--- config.mk ---
export PLATFORM = sky130hd
export DESIGN_NAME = alu_rs_scheduler
export DESIGN_NICKNAME = d
export VERILOG_FILES = /design/src/rtl/alu_rs_scheduler.sv
export SDC_FILE = /design/constraint.sdc
export NUM_CORES = 2
export LEC_CHECK = 0
export CAP_MARGIN = 20
export CORE_ASPECT_RATIO = 1.75
export CORE_MARGIN = 1
export CORE_UTILIZATION = 45
export CTS_CLUSTER_DIAMETER = 50
export DETAILED_ROUTE_END_ITERATION = 8
export GPL_ROUTABILITY_DRIVEN = 0
export SLEW_MARGIN = 15
export SYNTH_ARGS = -nofsm -noshare
export SYNTH_HDL_FRONTEND = slang
export SYNTH_SLANG_ARGS = --single-unit
--- constraint.sdc ---
create_clock -name clk_in -period 8.7 [get_ports clk_in]
set_clock_uncertainty 0.1 [all_clocks]
set_input_delay 2.61 -clock clk_in [delete_from_list [all_inputs] [get_ports clk_in]]
set_output_delay 2.61 -clock clk_in [all_outputs]
set_load 0.02 [all_outputs]
--- src/rtl/alu_rs_scheduler.sv ---
// alu_rs_scheduler: reservation station and issue scheduler for the single integer ALU.
module alu_rs_scheduler #(
  parameter int RS_SIZE = 16,
  parameter int RS_WIDTH = 4,
  parameter int ROB_WIDTH = 4
) (
  input  logic                 clk_in,
  input  logic                 rst_in,
  input  logic                 rdy_in,
  input  logic                 RoB_clear,
  input  logic                 ins_valid,
  input  logic [5:0]           ins_op,
  input  logic [31:0]          ins_vj,
  input  logic [31:0]          ins_vk,
  input  logic                 ins_qj_valid,
  input  logic                 ins_qk_valid,
  input  logic [ROB_WIDTH-1:0] ins_qj,
  input  logic [ROB_WIDTH-1:0] ins_qk,
  input  logic [31:0]          ins_imm,
  input  logic [ROB_WIDTH-1:0] ins_rob_id,
  output logic                 rs_full,
  input  logic                 cdb_lsb_valid,
  input  logic [ROB_WIDTH-1:0] cdb_lsb_tag,
  input  logic [31:0]          cdb_lsb_value,
  output logic [31:0]          alu_vj,
  output logic [31:0]          alu_vk,
  output logic [31:0]          alu_imm,
  output logic [5:0]           alu_op,
  output logic                 alu_waiting,
  input  logic                 alu_finish_rdy,
  input  logic [31:0]          alu_value,
  output logic                 res_valid,
  output logic [ROB_WIDTH-1:0] res_rob_id,
  output logic [31:0]          res_value
);
  logic [RS_SIZE-1:0] busy, qj_valid, qk_valid, ready;
  logic [5:0] op [RS_SIZE];
  logic [31:0] vj [RS_SIZE];
  logic [31:0] vk [RS_SIZE];
  logic [31:0] imm [RS_SIZE];
  logic [ROB_WIDTH-1:0] qj [RS_SIZE];
  logic [ROB_WIDTH-1:0] qk [RS_SIZE];
  logic [ROB_WIDTH-1:0] rob_id [RS_SIZE];
  logic [ROB_WIDTH-1:0] issue_tag, res_tag;
  logic [RS_WIDTH-1:0] free_idx, sel_idx;
  logic sel_found;
  assign ready = busy & ~qj_valid & ~qk_valid;
  assign sel_found = |ready;
  assign rs_full = &busy;
  assign res_valid = alu_finish_rdy & ~RoB_clear;
  assign res_rob_id = res_tag;
  assign res_value = alu_value;
  // Descending scan so the lowest index wins for both free slot and ready entry
  always_comb begin
    free_idx = '0;
    sel_idx = '0;
    for (int i = RS_SIZE - 1; i >= 0; i--) begin
      if (!busy[i]) free_idx = RS_WIDTH'(i);
      if (ready[i]) sel_idx = RS_WIDTH'(i);
    end
  end
  function automatic logic hit(input logic pend, input logic [ROB_WIDTH-1:0] q);
    return pend && ((res_valid && res_rob_id == q) || (cdb_lsb_valid && cdb_lsb_tag == q));
  endfunction
  function automatic logic [31:0] fwd(input logic [ROB_WIDTH-1:0] q);
    return (cdb_lsb_valid && cdb_lsb_tag == q) ? cdb_lsb_value : res_value;
  endfunction
  always_ff @(posedge clk_in) begin
    if (rst_in || RoB_clear) begin
      busy <= '0;
      alu_waiting <= 1'b0;
      issue_tag <= '0;
      res_tag <= '0;
      if (rst_in) begin
        alu_vj <= '0;
        alu_vk <= '0;
        alu_imm <= '0;
        alu_op <= '0;
      end
    end else if (rdy_in) begin
      res_tag <= issue_tag;
      alu_waiting <= sel_found;
      if (sel_found) begin
        alu_vj <= vj[sel_idx];
        alu_vk <= vk[sel_idx];
        alu_imm <= imm[sel_idx];
        alu_op <= op[sel_idx];
        issue_tag <= rob_id[sel_idx];
        busy[sel_idx] <= 1'b0;
      end
      for (int i = 0; i < RS_SIZE; i++) begin
        if (busy[i] && hit(qj_valid[i], qj[i])) begin
          vj[i] <= fwd(qj[i]);
          qj_valid[i] <= 1'b0;
        end
        if (busy[i] && hit(qk_valid[i], qk[i])) begin
          vk[i] <= fwd(qk[i]);
          qk_valid[i] <= 1'b0;
        end
      end
      // Slot chosen from registered busy, so an entry issued now cannot be refilled now
      if (ins_valid && !rs_full) begin
        busy[free_idx] <= 1'b1;
        op[free_idx] <= ins_op;
        imm[free_idx] <= ins_imm;
        rob_id[free_idx] <= ins_rob_id;
        qj[free_idx] <= ins_qj;
        qk[free_idx] <= ins_qk;
        vj[free_idx] <= hit(ins_qj_valid, ins_qj) ? fwd(ins_qj) : ins_vj;
        vk[free_idx] <= hit(ins_qk_valid, ins_qk) ? fwd(ins_qk) : ins_vk;
        qj_valid[free_idx] <= ins_qj_valid && !hit(ins_qj_valid, ins_qj);
        qk_valid[free_idx] <= ins_qk_valid && !hit(ins_qk_valid, ins_qk);
      end
    end
  end
endmodule

==> impl_metrics.env <==
export IMPL_status="completed"
export IMPL_mostFrequentLayoutCell="edfxtp_1"
export IMPL_hold_class="reg2reg"
export IMPL_drv_cap=0
export IMPL_tightestPinTransition_ps=1315
export IMPL_cts_sinks=1983
export IMPL_dp_slack_ps=1696
export IMPL_drive_gt1_frac=0.1103
export IMPL_cts_buffer_depth=4
export IMPL_layout_common_cells="edfxtp_1, mux2i_1, nand2_1, a21oi_1, clkdlybuf4s50_1"
export IMPL_drc=0
export IMPL_power_density_nw_per_um2=181.3
export IMPL_path_max_fanout=4
export IMPL_post_drt_via_cell_ratio=6.682
export IMPL_synthTopCellsByArea="edfxtp_1, mux2i_1, nand2_1, a21oi_1, clkbuf_1"
export IMPL_power_uw=20920
export IMPL_cts_tree="done"
export IMPL_fillers=19250
export IMPL_path_clk_slew_ps=70
export IMPL_yosys_warnings=0
export IMPL_setup_tns_ps=0
export IMPL_holdBufCountCts=0
export IMPL_p_leak_uw=0.03764
export IMPL_layout_nets=8396
export IMPL_ir_worst_vdd_v=0.0001662
export IMPL_die_width_microns=361.6
export IMPL_synth_area_per_cell_sq_um=12.30
export IMPL_multi_input_area_sq_um=39430
export IMPL_synth_distinct_cells=76
export IMPL_synth_top_area_share=0.5772
export IMPL_wl_microns=402600
export IMPL_hold_worst_slack_ps=421.8
export IMPL_die_area_sq_um=228300
export IMPL_ff_latch_area_sq_um=59300
export IMPL_numPortBuffers=331
export IMPL_ys_ff_latch=1983
export IMPL_initialDrtViolationCount=9944
export IMPL_antenna_found_initial=22
export IMPL_critPathKind="in2out"
export IMPL_grt_overflow_total=0
export IMPL_initial_core_util=0.4532
export IMPL_start_kind="primary input"
export IMPL_drtPass1Iterations=8
export IMPL_cp_end_kind="output port"
export IMPL_post_cts_buffers=0
export IMPL_setup_viol=0
export IMPL_rsz0062_at_grt="false"
export IMPL_hold_violations=0
export IMPL_wl_per_cell_microns=35.35
export IMPL_timing_rr_start="busy[2]"
export IMPL_vias=76090
export IMPL_syn_inst=8279
export IMPL_post_cts_resized=0
export IMPL_slew_limit_headroom=0.1234
export IMPL_grt_pass1_vias=75050
export IMPL_worst_slack_ps=1753
export IMPL_critPathLaunch="RoB_clear"
export IMPL_pin_count=332
export IMPL_synth_area_sq_um=101900
export IMPL_async_reset_ff_frac=0
export IMPL_syn_num_nets=8470
export IMPL_grt_pass1_wl_microns=556400
export IMPL_ant_nets=0
export IMPL_die_h_microns=631.4
export IMPL_cts_max_level=4
export IMPL_cts_root_buf="clkbuf_16"
export IMPL_finalCritPeriodShare=0.7986
export IMPL_synth_edf_count=1958
export IMPL_crit_required_ps=5990
export IMPL_grt_max_degree=106
export IMPL_ys_flop_type="edfxtp_1"
export IMPL_fp_row_count=230
export IMPL_max_freq_ghz=0.1439
export IMPL_crit_arrival_ps=4240
export IMPL_dp_hpwl_microns=214900
export IMPL_yosys_area_top_type="edfxtp_1"
export IMPL_hold_start="alu_waiting"
export IMPL_numCtsBuffers=198
export IMPL_clock_latency_ps=930
export IMPL_synthToLayoutAreaGrowth_pct=13.29
export IMPL_track_usage=0.3427
export IMPL_maxSlewViolCount=0
export IMPL_post_route_min_period_ps=6947
export IMPL_ys_seq_area_frac=0.5822
export IMPL_core_sq_um=224800
==> report_power, final <==
group / internal (uW) / switching [uW] / total, uW
registers: 10500 / 20.7 / 10600
clock network: 5020 / 3940 / 8960
logic: 511 / 885 / 1400
total: 16100 / 4840 / 20900
==> registers in the layout, summed over array words and instances (netlist names), 64 cells and up <==
name,cells
imm,512
op,96
qj,64
qk,64
rob_id,64
vj,512
vk,512
==> through the flow <==
stage / std cells / utilization / instance area [sq um]
detailed placement: 11020 / 0.4839 / 108800
global placement: 11000 / 0.4833 / 108600
global route: 11380 / 0.5133 / 115400
floorplan: 8279 / - / 101900
finish: 11390 / 0.5134 / 115400
CTS: 11370 / 0.5127 / 115200
==> critical path: stages <==
cell and delay, ps:
clkdlybuf4s50_1 550, nand2b_2 370, inv_1 100, clkdlybuf4s50_1 600
==> final timing paths <==
path,end,slack [ps],cells after the start
setup / recovery,res_valid,1750,4
hold / removal,alu_waiting,420,2
setup reg to reg,alu_vk[11],3070,9
hold reg to reg,alu_waiting,420,2
==> logic make-up (layout without fill, tap and decap cells) <==
| family | Yosys count | after routing | share of synthesized area |
|---|---|---|---|
| simple gates | 1632 | 1632 | 0.07228 |
| flops | 1983 | 1983 | 0.5822 |
| other cells | 0 | 11 | 0 |
| buf+inv | 962 | 1043 | 0.04095 |
| mux | 1654 | 1654 | 0.1641 |
| compound gates | 1779 | 1779 | 0.1173 |
| xor+xnor | 269 | 269 | 0.02313 |
==> synth_stat cells, types with 134 or more instances <==
library cell / count
a21oi_1: 666
clkbuf_1: 569
xnor2_1: 135
mux2i_1: 1525
a211oi_1: 196
edfxtp_1: 1958
nand2_1: 1061
o21ai_0: 184
nor2b_1: 195
xor2_1: 134
a221oi_1: 203
buf_2: 241
==> layer usage <==
layer,vias up,GRT usage,part of all wire
li1,31170,-,-
met1,38470,0.4041,0.35
met2,4913,0.5714,0.48
met3,1523,0.05664,0.092
met4,18,0.2357,0.080
met5,-,0,0.00025
==> final cells by class <==
class                           instances  area share
Sequential cell                      1983      0.5139
Multi-Input combinational cell       5334      0.3417
Clock buffer                          240     0.04513
Tap cell                             3016     0.03270
Clock inverter                        115     0.01106
Timing Repair Buffer                  672     0.05474
Inverter                               16   0.0005313
Antenna cell                           11   0.0002385
Power figures use the tool's default switching activity.
